[src/rtl/register_file_banked.sv]
// Banked register file with combinational read ports, a program-counter register and a
// bank-switch handshake; every bank is zeroed by a walking counter after reset.
module register_file_banked #(
    parameter int WORD       = 16,
    parameter int REGISTERS  = 8,
    parameter int READ_PORTS = 2,
    parameter int BANKS      = 2,
    parameter int PC         = 7,
    parameter int BYPASS     = 1
) (
    input  logic                         clk_i,
    input  logic                         rst_i,
    input  logic [WORD/8-1:0]            wren_i,
    input  logic [$clog2(REGISTERS)-1:0] wraddr_i,
    input  logic [WORD-1:0]              data_i,
    input  logic [$clog2(REGISTERS)-1:0] rdaddr_i [READ_PORTS],
    output logic [WORD-1:0]              data_o [READ_PORTS],
    input  logic                         pcen_i,
    input  logic                         pcinc_i,
    input  logic [WORD-1:0]              pc_i,
    output logic [WORD-1:0]              pc_o,
    input  logic                         bank_req_i,
    input  logic [$clog2(BANKS)-1:0]     bank_sel_i,
    output logic                         bank_ack_o,
    output logic [$clog2(BANKS)-1:0]     bank_o,
    output logic                         busy_o
);

    localparam int AW    = $clog2(REGISTERS);
    localparam int BW    = $clog2(BANKS);
    localparam int NB    = WORD / 8;
    localparam int DEPTH = BANKS * REGISTERS;
    localparam logic [AW-1:0] PC_IDX = AW'(PC);
    localparam bit BYP = (BYPASS != 0);

    typedef enum logic [1:0] {CLEAR, IDLE, SWITCH, ACK} state_t;

    state_t               state, state_next;
    logic [AW+BW-1:0]     clr_cnt;
    logic [BW-1:0]        bank_pend;
    logic [WORD-1:0]      mem [DEPTH];

    logic                 access_ok, wr_any, pc_load, pc_inc;
    logic [WORD-1:0]      byte_mask, wr_old, wr_merged, pc_cur;

    // State register; the reset branch also aborts any switch in progress.
    always_ff @(posedge clk_i) begin
        if (rst_i) state <= CLEAR;
        else       state <= state_next;
    end

    // NOTE: every variable assigned in always_comb gets a default first, so no path can infer a latch.
    always_comb begin
        state_next = state;
        case (state)
            CLEAR:   if (clr_cnt == '1) state_next = IDLE;
            IDLE:    if (bank_req_i)    state_next = SWITCH;
            SWITCH:                     state_next = ACK;
            ACK:     if (!bank_req_i)   state_next = IDLE;
            default:                    state_next = CLEAR;
        endcase
    end

    // NOTE: sequential state uses non-blocking assignments so all registers update from pre-edge values.
    always_ff @(posedge clk_i) begin
        if (rst_i) begin
            clr_cnt   <= '0;
            bank_pend <= '0;
            bank_o    <= '0;
        end else begin
            if (state == CLEAR) clr_cnt <= clr_cnt + (AW+BW)'(1);
            if (state == IDLE && bank_req_i) bank_pend <= bank_sel_i;
            if (state == SWITCH) bank_o <= bank_pend;
        end
    end

    assign access_ok  = (state == IDLE) || (state == ACK);
    assign wr_any     = access_ok && (|wren_i);
    assign pc_load    = access_ok && !(|wren_i) && pcen_i;
    assign pc_inc     = access_ok && !(|wren_i) && !pcen_i && pcinc_i;
    assign busy_o     = (state == CLEAR) || (state == SWITCH);
    assign bank_ack_o = (state == ACK);

    always_comb begin
        byte_mask = '0;
        for (int b = 0; b < NB; b++) byte_mask[b*8 +: 8] = {8{wren_i[b]}};
    end

    assign wr_old    = mem[{bank_o, wraddr_i}];
    assign wr_merged = (wr_old & ~byte_mask) | (data_i & byte_mask);
    assign pc_cur    = mem[{bank_o, PC_IDX}];

    // NOTE: storage has no reset branch; it is zeroed by the CLEAR walk so it can map onto plain RAM.
    always_ff @(posedge clk_i) begin
        if (!rst_i) begin
            if (state == CLEAR) mem[clr_cnt]             <= '0;
            else if (wr_any)    mem[{bank_o, wraddr_i}] <= wr_merged;
            else if (pc_load)   mem[{bank_o, PC_IDX}]   <= pc_i;
            else if (pc_inc)    mem[{bank_o, PC_IDX}]   <= pc_cur + WORD'(2);
        end
    end

    // Forwarding covers byte writes only; PC load/increment become visible after the edge.
    always_comb begin
        for (int p = 0; p < READ_PORTS; p++) begin
            data_o[p] = mem[{bank_o, rdaddr_i[p]}];
            if (BYP && wr_any && rdaddr_i[p] == wraddr_i) data_o[p] = wr_merged;
            if (state == CLEAR) data_o[p] = '0;
        end
        pc_o = pc_cur;
        if (BYP && wr_any && wraddr_i == PC_IDX) pc_o = wr_merged;
        if (state == CLEAR) pc_o = '0;
    end

endmodule

[config.mk]
export PLATFORM = sky130hd
export DESIGN_NAME = register_file_banked
export DESIGN_NICKNAME = d
export VERILOG_FILES = /design/src/rtl/register_file_banked.sv
export SDC_FILE = /design/constraint.sdc
export NUM_CORES = 1
export LEC_CHECK = 0
export ABC_AREA = 1
export ABC_CLOCK_PERIOD_IN_PS = 3050
export BUFFER_PORTS_ARGS = -buffer_cell sky130_fd_sc_hd__buf_2
export CAP_MARGIN = 30
export CORE_MARGIN = 2
export CORE_UTILIZATION = 25
export CTS_CLUSTER_SIZE = 25
export DETAILED_ROUTE_END_ITERATION = 16
export PLACE_DENSITY = 0.52
export SLEW_MARGIN = 20
export SYNTH_ARGS = -nofsm -noshare
export SYNTH_HDL_FRONTEND = slang
export SYNTH_SLANG_ARGS = --single-unit
[constraint.sdc]
create_clock -name clk_i -period 3.05 [get_ports clk_i]
set_clock_uncertainty 0.15 [all_clocks]
set_input_delay 0.1525 -clock clk_i [delete_from_list [all_inputs] [get_ports clk_i]]
set_output_delay 0.1525 -clock clk_i [all_outputs]
set_load 0.005 [all_outputs]
# ---- Yosys cells after proc, flatten, opt, wreduce, memory -nomap -nowiden
# Memory sizes are Yosys's and may differ from the RTL's. A register that Yosys moved wholly into a read port is not among the register bits.
# Cells that the tools add are included.
dict set report totals {
  reg_bits 8
  ram_bits 256
  in_bits 49
  out_inout_bits 51
  word_cells 77
  mem_count 1
}
dict set report op_classes {
  addsub 2
  eq_ne 10
  muxes 37
  bitwise_logic 5
  n_reduce_logical 18
}
# memory words word_bits read_ports rd_clocked_by_memory_dff write_ports line_no
set mem_list {}
lappend mem_list {mem 16 16 4 1 1 41} ;# logic [WORD-1:0] mem [DEPTH];
# operator n
set op_table {}
lappend op_table {{16-bit 2-to-1 mux} 9}
lappend op_table {{16-bit AND} 2}
lappend op_table {{16-bit OR reduction} 2}
lappend op_table {{1-bit 2-to-1 mux} 20}
lappend op_table {{16-bit by 2-bit adder with 16-bit output (second input constant)} 1}
lappend op_table {{4-bit 2-to-1 mux} 4}
lappend op_table {{16-bit inverter} 1}
lappend op_table {{16-bit bitwise OR} 1}
lappend op_table {{1-bit logical AND} 9}
lappend op_table {{2-bit one-hot mux with 4 select lines} 1}
lappend op_table {{3-bit == test} 2}
lappend op_table {{2-bit 2-to-1 mux} 3}
lappend op_table {{2-bit inequality test (second input constant)} 3}
lappend op_table {{4-bit by 1-bit adder with 4-bit output (second input constant)} 1}
lappend op_table {{2-bit == test (second input constant)} 2}
lappend op_table {{4-bit == test (second input constant)} 1}
lappend op_table {{3-bit == test (second input constant)} 1}
lappend op_table {{3-bit AND reduction} 1}
lappend op_table {{2-bit by 1-bit == test with 1-bit output (second input constant)} 1}
lappend op_table {{1-bit logical NOT} 2}
lappend op_table {{2-bit logical NOT} 1}
lappend op_table {{1-bit logical OR} 2}
lappend op_table {{2-bit OR reduction} 1}
lappend op_table {{1-bit bitwise OR} 1}

# ---- Logic depth before layout (Yosys ltp)
# Gate-level depths: netlist of the first run.
dict set report depth {
  depth_word 14
  ltp_mapped 13
  ltp_nobuf 13
}

# ---- Worst setup path before layout of the first run
# Ideal clock, no wire load.
dict set report synth_timing {
  kind {register to register}
  startpoint {register state[0]}
  endpoint {memory mem[0][0], enable pin}
  setup_ns 0.388
  t_arrival_ns 2.280
  setup_slack_ns 0.232
  stages_incl_launch_ff 12
  cell_sequence {dfxtp_1 > inv_1 > ha_1 > nor2_1 > inv_2 > nor2_4 > inv_2 > nand2_1 > nand3_1 > inv_1 > nand3_1 > nor2_1}
}
dict set report synth_between {
  elab_chain_cells 14
  word_cells_on_any_way 34
  cone_classes {2 x eq/ne; 22 x mux; 1 x bitwise; 9 x reduce/logical}
}
# item line_no
set synth_rtl {}
lappend synth_rtl {{from (decl)} 38} ;# state_t state, state_next;
lappend synth_rtl {{from (signal assigned)} 49} ;# else state <= state_next;
lappend synth_rtl {{2-bit by 1-bit == test with 1-bit output or 2-bit == test (tied branches)} 77} ;# assign access_ok = (state == IDLE) || (state == ACK);
lappend synth_rtl {{1-bit logical OR} 77}
lappend synth_rtl {{1-bit logical AND} {79, 80}}
lappend synth_rtl {{1-bit logical AND (2 in series)} 80} ;# assign pc_inc = access_ok && !(|wren_i) && !pcen_i && pcinc_i;
lappend synth_rtl {{1-bit 2-to-1 mux} 99} ;# else if (pc_inc) mem[{bank_o, PC_IDX}] <= pc_cur + WORD'(2);
lappend synth_rtl {{1-bit 2-to-1 mux} 98} ;# else if (pc_load) mem[{bank_o, PC_IDX}] <= pc_i;
lappend synth_rtl {{1-bit 2-to-1 mux} 97} ;# else if (wr_any) mem[{bank_o, wraddr_i}] <= wr_merged;
lappend synth_rtl {{1-bit 2-to-1 mux} 96} ;# if (state == CLEAR) mem[clr_cnt] <= '0;
lappend synth_rtl {{1-bit 2-to-1 mux} 95} ;# if (!rst_i) begin
lappend synth_rtl {{1-bit 2-to-1 mux (not written as such)} 99}
lappend synth_rtl {{1-bit bitwise OR (no source line)} -}
lappend synth_rtl {{16-bit OR reduction (no source line)} -}
lappend synth_rtl {{4-bit 2-to-1 mux (no source line) or 1-bit 2-to-1 mux (tied branches)} -}
lappend synth_rtl {{to (decl)} 41}
# Parallel ways exist; a longest one is shown, timed or not.

==> results by group, run 1 <==
Die
  • Initial Util: roughly 25%
  • IO Count: 100
  • Placeable Area: a little over 0.07 mm^2
  • FP Rows: 98
  • Die height: 272 um
  • Die width: ~270 um
  • DIE AREA: 0.0742 mm^2

Placement
  • IO buf count: between 90 and 100
  • GPL Wtd Cong: ~0.92
  • DP Wirelength: about 55000 um
  • # placed instances: around 3500
  • Cell Area, Placed: between 0.02 and 0.025 mm^2

Clock network
  • Postcts setup bufs: 0
  • Root Buffer Master: clkbuf_16
  • Reg clk slew, reported paths: around 0.06 ns
  • Max Root-Sink Buffers: 3
  • Htree depth: 1
  • TritonCTS clock tree: yes
  • Latest clock arrival within the worst-skew pair: ~0.57 ns
  • # clock sinks: roughly 270
  • CTS Buf Count: 28

Timing
  • Slew Limit Headroom: 44.1%
  • RSZ-0062 raised after global routing: true
  • Final Hold Viols: 2
  • Period utilization: a little over nine tenths
  • Fmax: about 340 MHz
  • Worst Tran Pin Value: between 0.8 and 0.9 ns
  • Hold Worst Slack: -0.0174 ns
  • Minimum clock period: slightly below 3 ns
  • Final setup fails: 0
  • Pins Over Slew Limit: 0

Synthesis
  • Ys Warns: 0
  • Synth Cell Area: approximately 0.018 mm^2
  • Top cell type by total area after synthesis: edfxtp_1
  • Synthesized netlist cell count: between 2000 and 2500
  • Ranking of synthesized cells by area: edfxtp_1, nand2_1, nand3_1
  • Yosys top cell area share: between 40 and 50%
  • Syn avg cell area: about 7.3 um^2
  • Synth unique cells: 34
  • Synth Net Count: approximately 2500
  • Post-synthesis register bit count: ~270
  • Seq/Total Area, Yosys: ~44%

Global route
  • Largest net degree at the start of global routing: about 110
  • Antenna violations before repair: 1
  • Number of global-route vias before repair: between 15000 and 20000
  • Grt total ovfl: 0
  • First-pass GRT wire length: roughly 110000 um
  • Total track usage: 20.4%

Run
  • Maxcap violations: 0

Worst setup path
  • CP Launch Type: flip-flop
  • Worst-path fanout max: 11
  • Critical Path End Type: primary output
  • WS Path Type: flip-flop to primary output
  • Arrival time at the worst endpoint: between 2 and 3 ns
  • Critical Path RT: between 2 and 3 ns

Run status
  • Failing checks: hold timing
  • Status: complete, but fails checks

Final layout
  • P&R area growth vs syn: 16.7%
  • Commonest non-fill, non-tap cells in the layout: nand2_1, nand3_1, edfxtp_1
  • Share of cells above drive strength 1: between 10 and 15%
  • Most common cell after layout, fill and taps aside: nand2_1
  • FILL cells: a little under 8000
  • Post-route cell area: between 0.02 and 0.025 mm^2
  • Fin cells: about 3500
  • Final net count: 2601
  • Antenna cells: 0

Hold path
  • Hold WC Path Type: input pin to flip-flop

Detailed routing
  • DR vias: around 18000
  • Routed vias/inst: 5.22
  • Router iterations before antenna repair: 6
  • DRT iter0 DRCs: roughly 2300
  • # DRC: 0
  • Post-Route WL: between 70000 and 80000 um
  • Final ANT Viol Nets: 0
  • DR WL/cell: about 22 um

Power
  • Maximum vdd drop: around 430 uV
  • Final total power: 11.8 mW
  • LEAKAGE: 8.97 nW
  • Power density over cell area: between 500 and 600 mW/mm^2
==> what timing repair did <==
action                     CTS  global route
resized for setup            3             4
setup endpoints to repair   19            12
hold buffers                 3             0
hold endpoints to repair     7             0
==> stage by stage <==
| stage | TNS (ns) | setup slack [ns] | utilization, % | hold WS, ns |
|---|---|---|---|---|
| floorplan | 0 | 0.232 | - | 0.0716 |
| global placement | 0 | 0.263 | 28.1 | 0.295 |
| detailed placement | 0 | 0.221 | 28.1 | 0.291 |
| CTS | 0 | 0.00403 | 29.4 | 0.0638 |
| global route | -0.0623 | -0.0156 | 29.5 | 0.0221 |
| finish | 0 | 0.110 | 29.5 | -0.0174 |
==> cell usage after synthesis (all sizes together) <==
cell type,instances
edfxtp,256
nand4,5
nand3b,1
xnor2,2
a21oi,55
nor4,1
nor2,91
or2,16
inv,230
o21bai,1
clkbuf,51
xor2,6
buf,127
o211ai,131
nand3,579
nand2,839
o21ai,59
dfxtp,9
nor3,2
ha,6
==> power breakdown <==
part	internal, mW	switching [mW]
logic	1.19	2.73
clock network	1.95	1.49
registers	4.29	0.161
==> cell type report <==
type,count,area [um^2],share of cell area [%]
Multi-Input combinational cell,1794,8500,40.4
Sequential cell,265,7870,37.5
Clock inverter,18,184,0.875
Inverter,230,868,4.13
Tap cell,950,1190,5.65
Timing Repair Buffer,227,1680,8.01
Clock buffer,34,723,3.44
==> logic make-up (layout without fill, tap and decap cells) <==
family,after synthesis,count (layout),synth area share (%)
buf+inv,408,509,9.47
simple gates,1534,1534,37.0
compound gates,246,246,9.08
flops,265,265,43.7
xor+xnor,8,8,0.389
fa+ha+maj,6,6,0.417
==> state kept, by name, summed over array words and instances, names as in the netlist, named ones only <==
name,cells
mem,256
clr_cnt,4
state,2
bank_o,1
bank_pend,1
==> layer usage <==
metal  vias up  global-route usage, %  wire (um)
met5         -                      0         13
met4         2                   6.54       2980
met3       176                   2.44       6600
met2       994                   33.0      36000
met1      8746                   28.3      33000
li1       8453                      -          -
==> path summary, 6_finish.rpt <==
check | from | endpoint | slack [ns] | cells past startpoint
max reg2reg | state[1] | mem[8][5] | 0.21 | 12
min reg2reg | clr_cnt[2] | clr_cnt[3] | 0.38 | 2
min | pc_i[10] | mem[7][10] | -0.02 | 5
max | state[1] | data_o[22] | 0.11 | 11
==> worst max-delay path: stages (launching register included) <==
cell and delay [ns]:
dfxtp_1 0.33, inv_1 0.09, ha_1 0.23, inv_2 0.05
nand2_1 0.10, nand2_2 0.13, inv_2 0.16, nand3_2 0.12
inv_2 0.40, buf_4 0.25, a21oi_1 0.08, buf_2 0.13
Note: power is estimated with default switching activity, not from simulation.
==> run 2: changes to the inputs <==
ABC_CLOCK_PERIOD_IN_PS = 3700   (was 3050)
PLACE_DENSITY = 0.5   (was 0.52)
clock period = 3.7 ns   (was 3.05 ns; I/O delays follow)
==> results by group, run 2 (synthesis gave the netlist of run 1 again) <==
Clock network
  • Reg clk slew, reported paths: roughly 0.06 ns
  • Post-CTS resize count: 0
  • TritonCTS clock tree: yes
  • # clock sinks: 265
  • Latest clock arrival within the worst-skew pair: slightly below 0.6 ns
  • Htree depth: 1
  • Root Buffer Master: clkbuf_16
  • CTS Buf Count: 30
  • Max Root-Sink Buffers: 3

Placement
  • IO buf count: between 90 and 100
  • # placed instances: ~3400
  • DP Wirelength: 51800 um
  • GPL Wtd Cong: approximately 0.88

Power
  • Power density over cell area: around 480 mW/mm^2
  • LEAKAGE: just under 9 nW
  • Maximum vdd drop: 306 uV
  • Final total power: slightly below 10 mW

Timing
  • Period utilization: 95.5%
  • Worst Tran Pin Value: approximately 0.78 ns
  • Fmax: 283 MHz
  • Minimum clock period: ~3.5 ns
  • Final Hold Viols: 0
  • Slew Limit Headroom: 47.7%
  • Pins Over Slew Limit: 0
  • Final setup fails: 0
  • Setup Total Neg Slack: 0 ns
  • RSZ-0062 raised after global routing: false

Global route
  • Antenna violations before repair: 2
  • Grt total ovfl: 0
  • First-pass GRT wire length: between 100000 and 150000 um
  • Number of global-route vias before repair: approximately 17000
  • Total track usage: between 20% and 30%
  • Largest net degree at the start of global routing: ~130

Final layout
  • Core Util, Final: approximately 29%
  • Most common cell after layout, fill and taps aside: nand2_1
  • Most flops, register: mem
  • P&R area growth vs syn: 15.2%
  • Final net count: roughly 2600
  • Fin cells: around 3500
  • Antenna cells: 0
  • Largest regs: mem x256, clr_cnt x4, state x2
  • Max FFs per register: between 200 and 300
  • Commonest non-fill, non-tap cells in the layout: nand2_1, nand3_1, edfxtp_1
  • Share of cells above drive strength 1: around an eighth

Die
  • Placeable Area: about 0.071 mm^2
  • IO Count: 100
  • Die height: ~270 um
  • Die width: between 200 and 300 um
  • Initial Util: between 20% and 30%
  • FP Rows: 98
  • DIE AREA: roughly 0.074 mm^2

Detailed routing
  • Routed vias/inst: between 5 and 6
  • DR vias: approximately 18000
  • Router iterations before antenna repair: 6
  • DRT iter0 DRCs: about 1900
  • DR WL/cell: around 22 um
  • Post-Route WL: ~78000 um
  • Final ANT Viol Nets: 0
  • # DRC: 0

Worst setup path
  • Slowest cell on crit path: inv_2
  • Critical Path End Type: primary output
  • Top Family by Delay on Critical Path: buffers and inverters
  • WS Path Type: flip-flop to primary output
  • Crit path largest cell delay: roughly 0.58 ns
  • Critical path, cell by cell: inv_1, ha_1, inv_2, nand2_1, nand2_2, inv_1, nand3_2, inv_2, a21oi_1, buf_2
  • Arrival time at the worst endpoint: about 3.2 ns
  • Worst-path fanout max: 16
  • WP buf/inv: 5
  • CP Launch Type: flip-flop
  • Critical Path RT: 3.37 ns

Run status
  • Status: completed

Run
  • Maxcap violations: 0

Hold path
  • Hold WC Path Type: input pin to flip-flop
-- run 2: changes by cell type in the layout (fill, tap and decap cells not counted), moves of 2 or more --
cell and change:
clkinv_4 +3, a21oi_2 -2, clkbuf_16 +2, clkinvlp_4 -4
buf_4 -27, bufinv_16 +3, buf_12 -8, clkbuf_1 -2
a21oi_1 +2
-- run 2: metrics by stage --
stage / setup WS [ns] / instance area [um^2] / hold WS (ns)
floorplan: 0.882 / 18000 / 0.104
global placement: 0.633 / 19700 / 0.302
detailed placement: 0.544 / 19700 / 0.301
CTS: 0.238 / 20700 / 0.0903
global route: 0.0818 / 20700 / 0.144
finish: 0.165 / 20700 / 0.0975
-- run 2: final timing paths --
kind              start          to  slack (ns)  cells past startpoint
max            state[1]  data_o[28]        0.16                     10
min             pc_i[0]  mem[15][0]         0.1                      4
max reg2reg    state[1]  mem[13][6]        0.44                     12
min reg2reg  clr_cnt[0]  clr_cnt[0]        0.41                      2
-- run 2: cell type report --
class	instances	area (um^2)
inverters	230	866
clock inverters	19	265
fillers	7856	50600
multi-input cells	1794	8480
clock buffers	34	766
repair buffers	191	1310
flip-flops and latches	265	7870
well taps	950	1190
-- run 2: timing repair --
| item | 4_1_cts | 5_1_grt |
|---|---|---|
| hold buffers | 3 | 0 |
| buffers inserted | 0 | 0 |
| setup endpoints to repair | 0 | 0 |
| hold endpoints to repair | 9 | 0 |
-- run 2: worst reg2reg max path, delay by kind of cell (launching register included) --
| kind | cells | cell delay (ns) |
|---|---|---|
| flip-flops | 1 | 0.37 |
| AND/OR/NAND/NOR | 6 | 1.27 |
| adder cells (fa/ha/maj) | 1 | 0.24 |
| buffers and inverters | 4 | 0.71 |
| AO/OA/AOI/OAI | 1 | 0.26 |
-- run 2: layer usage --
layer	GRT usage (%)	share of wire (%)	vias up
met2	32.5	45	864
li1	-	-	8390
met3	2.78	7.3	125
met1	28.5	44	8575
met5	0	0.026	-
met4	6.09	3.3	2
-- run 2: report_power, final --
group	leakage, nW	total [mW]	internal, mW	switching [mW]
sequential	2.38	3.65	3.53	0.122
combinational	5.95	3.05	0.878	2.17
clock	0.502	3.21	1.90	1.31
total	8.83	9.91	6.31	3.60
